===== config.mk =====
export PLATFORM = sky130hd
export DESIGN_NAME = execute_stage
export DESIGN_NICKNAME = d
export VERILOG_FILES = /design/src/rtl/pipe_pkg.sv /design/src/rtl/alu.sv /design/src/rtl/execute_stage.sv
export SDC_FILE = /design/constraint.sdc
export NUM_CORES = 1
export LEC_CHECK = 0
export ABC_CLOCK_PERIOD_IN_PS = 10600
export BUFFER_PORTS_ARGS = -buffer_cell sky130_fd_sc_hd__buf_2
export CORE_MARGIN = 2
export CORE_UTILIZATION = 30
export CTS_CLUSTER_DIAMETER = 40
export DETAILED_ROUTE_END_ITERATION = 8
export GPL_TIMING_DRIVEN = 0
export PLACE_DENSITY = 0.48
export SLEW_MARGIN = 25
export SYNTH_ARGS = -nofsm -noshare
export SYNTH_HDL_FRONTEND = slang
export SYNTH_HIERARCHICAL = 1
export SYNTH_SLANG_ARGS = --single-unit

===== constraint.sdc =====
create_clock -name CLK -period 10.6 [get_ports CLK]
set_input_delay 3.18 -clock CLK [delete_from_list [all_inputs] [get_ports CLK]]
set_output_delay 3.18 -clock CLK [all_outputs]
set_load 0.02 [all_outputs]

===== src/rtl/pipe_pkg.sv =====
// Shared types and constants for the RV32I pipeline stages.
// ALU op codes, forwarding selects and branch funct3 values.
package pipe_pkg;

    localparam int XLEN_DEF = 32;

    typedef enum logic [3:0] {
        ALU_ADD   = 4'b0000,
        ALU_SUB   = 4'b0001,
        ALU_AND   = 4'b0010,
        ALU_OR    = 4'b0011,
        ALU_XOR   = 4'b0100,
        ALU_SLT   = 4'b0101,
        ALU_SLTU  = 4'b0110,
        ALU_SLL   = 4'b0111,
        ALU_SRL   = 4'b1000,
        ALU_SRA   = 4'b1001,
        ALU_PASSB = 4'b1010
    } alu_op_t;

    typedef enum logic [1:0] {
        FWD_RF  = 2'b00,
        FWD_WB  = 2'b01,
        FWD_MEM = 2'b10
    } fwd_sel_t;

    localparam logic [2:0] F3_BEQ  = 3'b000;
    localparam logic [2:0] F3_BNE  = 3'b001;
    localparam logic [2:0] F3_BLT  = 3'b100;
    localparam logic [2:0] F3_BGE  = 3'b101;
    localparam logic [2:0] F3_BLTU = 3'b110;
    localparam logic [2:0] F3_BGEU = 3'b111;

endpackage


===== src/rtl/alu.sv =====
// Combinational RV32I ALU; unlisted op codes produce zero.
module alu
    import pipe_pkg::*;
#(
    parameter int XLEN = XLEN_DEF
) (
    input  logic [XLEN-1:0] SrcA,
    input  logic [XLEN-1:0] SrcB,
    input  alu_op_t         ALUOp,
    output logic [XLEN-1:0] ALUResult
);

    // Operation select; shift amount is always the low five bits of SrcB.
    always_comb begin
        ALUResult = '0;
        case (ALUOp)
            ALU_ADD:   ALUResult = SrcA + SrcB;
            ALU_SUB:   ALUResult = SrcA - SrcB;
            ALU_AND:   ALUResult = SrcA & SrcB;
            ALU_OR:    ALUResult = SrcA | SrcB;
            ALU_XOR:   ALUResult = SrcA ^ SrcB;
            ALU_SLT:   ALUResult = {{(XLEN-1){1'b0}}, ($signed(SrcA) < $signed(SrcB))};
            ALU_SLTU:  ALUResult = {{(XLEN-1){1'b0}}, (SrcA < SrcB)};
            ALU_SLL:   ALUResult = SrcA << SrcB[4:0];
            ALU_SRL:   ALUResult = SrcA >> SrcB[4:0];
            ALU_SRA:   ALUResult = $unsigned($signed(SrcA) >>> SrcB[4:0]);
            ALU_PASSB: ALUResult = SrcB;
            default:   ALUResult = '0;
        endcase
    end

endmodule


===== src/rtl/execute_stage.sv =====
// RV32I execute stage: operand forwarding, ALU, branch/jump resolution
// and the EX/MEM pipeline register.
module execute_stage
    import pipe_pkg::*;
#(
    parameter int XLEN = XLEN_DEF
) (
    input  logic            CLK,
    input  logic            RESET,
    input  logic            RegWriteE,
    input  logic            MemWriteE,
    input  logic            JumpE,
    input  logic            BranchE,
    input  logic            JalrE,
    input  logic            ALUSrcE,
    input  logic [1:0]      ResultSrcE,
    input  logic [3:0]      ALUControlE,
    input  logic [2:0]      Funct3E,
    input  logic [4:0]      RdE,
    input  logic [XLEN-1:0] RD1E,
    input  logic [XLEN-1:0] RD2E,
    input  logic [XLEN-1:0] ImmExtE,
    input  logic [XLEN-1:0] PCE,
    input  logic [XLEN-1:0] PCPlus4E,
    input  logic [1:0]      ForwardAE,
    input  logic [1:0]      ForwardBE,
    input  logic [XLEN-1:0] ResultW,
    input  logic            FlushM,
    output logic            PCSrcE,
    output logic [XLEN-1:0] PCTargetE,
    output logic            RegWriteM,
    output logic            MemWriteM,
    output logic [1:0]      ResultSrcM,
    output logic [4:0]      RdM,
    output logic [XLEN-1:0] ALUResultM,
    output logic [XLEN-1:0] WriteDataM,
    output logic [XLEN-1:0] PCPlus4M
);

    logic [XLEN-1:0] SrcA;
    logic [XLEN-1:0] FwdB;
    logic [XLEN-1:0] SrcB;
    logic [XLEN-1:0] ALUResultE;
    logic [XLEN-1:0] jalrSum;
    logic            taken;

    function automatic logic [XLEN-1:0] fwdMux(
        input logic [1:0]      sel,
        input logic [XLEN-1:0] rf,
        input logic [XLEN-1:0] wb,
        input logic [XLEN-1:0] mem
    );
        case (fwd_sel_t'(sel))
            FWD_RF:  return rf;
            FWD_WB:  return wb;
            FWD_MEM: return mem;
            default: return rf;
        endcase
    endfunction

    // Forwarded operands; WriteDataM takes FwdB before the immediate mux.
    always_comb begin
        SrcA = fwdMux(ForwardAE, RD1E, ResultW, ALUResultM);
        FwdB = fwdMux(ForwardBE, RD2E, ResultW, ALUResultM);
        SrcB = ALUSrcE ? ImmExtE : FwdB;
    end

    alu #(.XLEN(XLEN)) u_alu (
        .SrcA      (SrcA),
        .SrcB      (SrcB),
        .ALUOp     (alu_op_t'(ALUControlE)),
        .ALUResult (ALUResultE)
    );

    // Branch condition compares SrcA with the forwarded rs2, never the immediate.
    always_comb begin
        taken = 1'b0;
        case (Funct3E)
            F3_BEQ:  taken = (SrcA == FwdB);
            F3_BNE:  taken = (SrcA != FwdB);
            F3_BLT:  taken = ($signed(SrcA) < $signed(FwdB));
            F3_BGE:  taken = ($signed(SrcA) >= $signed(FwdB));
            F3_BLTU: taken = (SrcA < FwdB);
            F3_BGEU: taken = (SrcA >= FwdB);
            default: taken = 1'b0;
        endcase
    end

    // Redirect decision and target go to fetch in the same cycle.
    always_comb begin
        jalrSum   = SrcA + ImmExtE;
        PCSrcE    = JumpE | (BranchE & taken);
        if (JalrE) begin
            PCTargetE = jalrSum & ~{{(XLEN-1){1'b0}}, 1'b1};
        end else begin
            PCTargetE = PCE + ImmExtE;
        end
    end

    // EX/MEM register: reset beats flush, flush inserts an all-zero bubble.
    always_ff @(posedge CLK) begin
        if (RESET || FlushM) begin
            RegWriteM  <= 1'b0;
            MemWriteM  <= 1'b0;
            ResultSrcM <= 2'b00;
            RdM        <= 5'd0;
            ALUResultM <= '0;
            WriteDataM <= '0;
            PCPlus4M   <= '0;
        end else begin
            RegWriteM  <= RegWriteE;
            MemWriteM  <= MemWriteE;
            ResultSrcM <= ResultSrcE;
            RdM        <= RdE;
            ALUResultM <= ALUResultE;
            WriteDataM <= FwdB;
            PCPlus4M   <= PCPlus4E;
        end
    end

endmodule


==> impl_results.md <==
- Post-DP Area: 0.0203 mm²
- Worst-path fanout max: 11
- Cell count after synthesis: 2,442
- Post-route cell area: 0.0208 mm²
- Number of synthesized register bits: 105
- Number of global-route vias before repair: 20,900
- Ys Warns: 6
- Delay-heaviest family, CP: compound AO/OA/AOI/OAI gates
- CTS Buffer Depth: 2
- Reg-to-reg slack, setup: 3.73 ns
- Global-route wire length before repair: 148,000 µm
- Crit path buf inv count: 9
- Sink Count: 105
- Async SR Flop Fraction: 0%
- Residual DRC count: 0
- Main flop type after synthesis: dfxtp_1
- CP Class: input pin to flop
- Num rows: 88
- RSZ-0062 raised after global routing: false
- Largest net degree at the start of global routing: 20
- Average size of a mapped cell: 7.09 µm²
- Vias post-DR: 21,600
- Fin. max-slew vios: 0
- First drt pass iteration count: 6
- Setup crit start kind: input pin
- Worst reg2reg path depth: 19
- Total power: 2400 µW
- Top Ports: 357
- Power Dens Cells: 115 mW/mm²
- Share of cells above drive strength 1: 19.7%
- CTS Hold Bufs: 0
- H-tree depth: 3
- PortBufs: 353
- Share of the yosys chip area belonging to registers: 12.1%
- DR iter-0 viols: 2,420
- Die X-Extent: 244 µm
- Die Ht: 244 µm
- Worst R2R End: ALUResultM[29]
- Crit. End Element: flop
- Core Region: 0.0574 mm²
- Final Hold Fails: 0
- Worst Hold Launch: ALUResultM[15]
- CTS tree: done
- Period minus WS final: 10.50 ns
- Biggest area consumer among synthesized cells: ha_1
- Layout Nets: 3,248
- Clock-pin slew of the registers on the worst-case setup and hold paths: 0.08 ns
- TritonCTS Buffers: 9
- Root buffer cell: clkbuf_16
- Setup-failing EPs final: 0
- EDFF count, synth: 0
- Routed WL per cell: 28.9 µm
- Library cells used by synthesis: 105
- Hold Crit Class: flop to flop
- Most frequent cells in the layout: 369 x buf_2, 263 x nor2_1, 227 x nand2_1
- Initial antenna violation count: 5
- Critical R2R Launch: ALUResultM[4]
- CP arrival: 10.84 ns
- Synth top area cells: ha_1 14%, dfxtp_1 12%, o21ai_0 6.9%
- Slowest CP cell: o41ai_1
- Vias per cell: 5.99
- Max-cap violations: 0
- Outcome: completed
- Most frequent CP cell: clkbuf_1
- Share of the synthesized area in the top cell type: 14.1%
- Most common cell after layout, fill and taps aside: buf_2
- Hold path depth: 4
- Placer Congestion: 1.00
- Area grow syn2layout: 20.2%
- Layout fillers: 6,311
- Req. time, crit path: 10.94 ns
- Pleak: 0.00924 µW
- Routed WL: 104,000 µm
- Max rail drop VDD: 0.0935 mV
- Max incr delay on CP: 0.77 ns
- Worst-Margin Slew: 1.15 ns
- Max Clock Freq: 95.2 MHz
- Worst skew pair latency: 0.41 ns
- Hold Path End: WriteDataM[15]
- Post-Syn Area: 0.0173 mm²
- Final HPWL DP: 86,100 µm
- Die Area: 0.0596 mm²
- Syn_nets: 2,860
- Antenna viol nets, final: 0
- Initial Util: 30.2%
- GR Overflow Total: 0
- Skew final: 0.0175 ns
- Crit path cell chain: buf_2, inv_1, ha_1, clkbuf_1, buf_1, a21oi_1, o21ai_1, clkbuf_1, inv_1, clkbuf_1, clkbuf_1, ha_1, inv_1, o22ai_1, a21oi_1, o41ai_1, a21boi_0, o41ai_1, a311o_1, a21oi_1, o2bb2ai_1, and2_1
- Slew margin rel.: 22.7%
- GRT Total Usage: 33.7%
- Tcrit/Tclk final: 99.1%
[cell families (layout without fill, tap and decap cells)]
| group | after synthesis | in the layout | share of synthesized area [%] |
|---|---|---|---|
| AO/OA/AOI/OAI | 882 | 882 | 33.6 |
| other | 0 | 4 | 0 |
| AND/OR/NAND/NOR | 789 | 789 | 21.4 |
| buffers and inverters | 296 | 689 | 6.74 |
| adder cells (fa/ha/maj) | 199 | 199 | 14.6 |
| flip-flops | 105 | 105 | 12.1 |
| multiplexers | 107 | 107 | 8.40 |
| XOR/XNOR | 64 | 64 | 3.24 |
[worst register-to-register path, stage by stage, from the launching register on]
cell and delay, ns:
dfxtp_1 0.42, a22oi_1 0.12, nor2_1 0.13, a21oi_1 0.09, o21ai_1 0.50, clkbuf_1 0.55, inv_1 0.20, clkbuf_1 0.41
clkbuf_1 0.54, ha_1 0.60, inv_1 0.09, o22ai_1 0.26, a21oi_1 0.25, o41ai_1 0.65, a21boi_0 0.41, o41ai_1 0.77
a311o_1 0.31, a21oi_1 0.08, o2bb2ai_1 0.28, and2_1 0.18
[synth_stat cells, types with 10 or more instances]
| cell | n |
|---|---|
| nand3_1 | 44 |
| buf_2 | 14 |
| mux2_2 | 16 |
| nor4_1 | 11 |
| a21oi_1 | 217 |
| ha_1 | 195 |
| nand4_1 | 15 |
| dfxtp_1 | 105 |
| mux4_2 | 29 |
| o21bai_1 | 15 |
| nand2b_1 | 26 |
| or3_1 | 10 |
| xnor2_1 | 40 |
| o22ai_1 | 14 |
| o31ai_1 | 12 |
| mux2i_1 | 62 |
| buf_1 | 22 |
| nor2_1 | 266 |
| o21a_1 | 13 |
| clkbuf_1 | 118 |
| a221oi_1 | 23 |
| o211ai_1 | 33 |
| and2_1 | 79 |
| a31oi_1 | 18 |
| a22oi_1 | 79 |
| a211oi_1 | 23 |
| nor2b_1 | 22 |
| nor3_1 | 41 |
| inv_1 | 132 |
| a21o_1 | 55 |
| xor2_1 | 24 |
| a211o_1 | 10 |
| nand2_1 | 227 |
| o2111ai_1 | 12 |
| o21ai_0 | 238 |
[where the power goes]
group / internal (µW) / leakage [µW] / switching (µW)
clock: 171 / 0.000140 / 187
sequential: 413 / 0.000858 / 14.2
combinational: 539 / 0.00824 / 1070
[layer usage]
| layer | up-vias | global-route usage [%] | wire length (µm) |
|---|---|---|---|
| met2 | 1144 | 54.1 | 46400 |
| met5 | - | 0 | 25 |
| li1 | 9709 | - | - |
| met3 | 193 | 5.98 | 8340 |
| met1 | 10500 | 45.2 | 45400 |
| met4 | 4 | 11.7 | 3850 |
[layout make-up]
cell class / instances / area [µm²] / area share [%]
buffer: 161 / 696 / 3.34
sequential: 105 / 2100 / 10.1
tap: 765 / 957 / 4.60
clock inverter: 6 / 60.1 / 0.289
timing repair buffer: 377 / 1990 / 9.58
multi-input combinational: 2041 / 14200 / 68.4
antenna: 4 / 10.0 / 0.0481
inverter: 135 / 507 / 2.44
clock buffer: 10 / 239 / 1.15
[state kept, by name, indices dropped and copies added, names as in the netlist]
| name | count |
|---|---|
| ALUResultM | 32 |
| PCPlus4M | 32 |
| WriteDataM | 32 |
| RdM | 5 |
| ResultSrcM | 2 |
| MemWriteM | 1 |
| RegWriteM | 1 |
[stage by stage]
step / utilization (%) / std cells / hold slack (ns) / setup slack (ns) / TNS [ns]
after floorplan: - / 2442 / 0.809 / 0.567 / 0
after global placement: 34.9 / 3560 / 0.711 / -1.67 / -31.53
after detailed placement: 35.4 / 3579 / 0.730 / -0.739 / -5.64
after CTS: 36.1 / 3595 / 0.750 / 0.0617 / 0
after global routing: 36.3 / 3602 / 0.827 / 0.000496 / 0
final: 36.3 / 3604 / 0.751 / 0.0994 / 0
[how the worst max path moves through the flow]
stage                       from        endpoint  slack (ns)  depth (start not counted)
CTS                 ForwardAE[0]   PCTargetE[29]        0.06                         17
finish              ForwardBE[0]  ALUResultM[29]         0.1                         22
global placement    ForwardAE[0]   PCTargetE[30]       -1.67                         17
floorplan           ForwardAE[0]   PCTargetE[30]        0.57                         15
global route        ForwardAE[0]   PCTargetE[30]      0.0005                         18
detailed placement  ForwardAE[0]   PCTargetE[30]       -0.74                         17
[timing repair]
action                     CTS  global route
pin swaps                    0             5
resized for setup           16            37
setup endpoints to repair   16            25
setup buffers                0             5
Note: power is estimated with default switching activity, not from simulation.
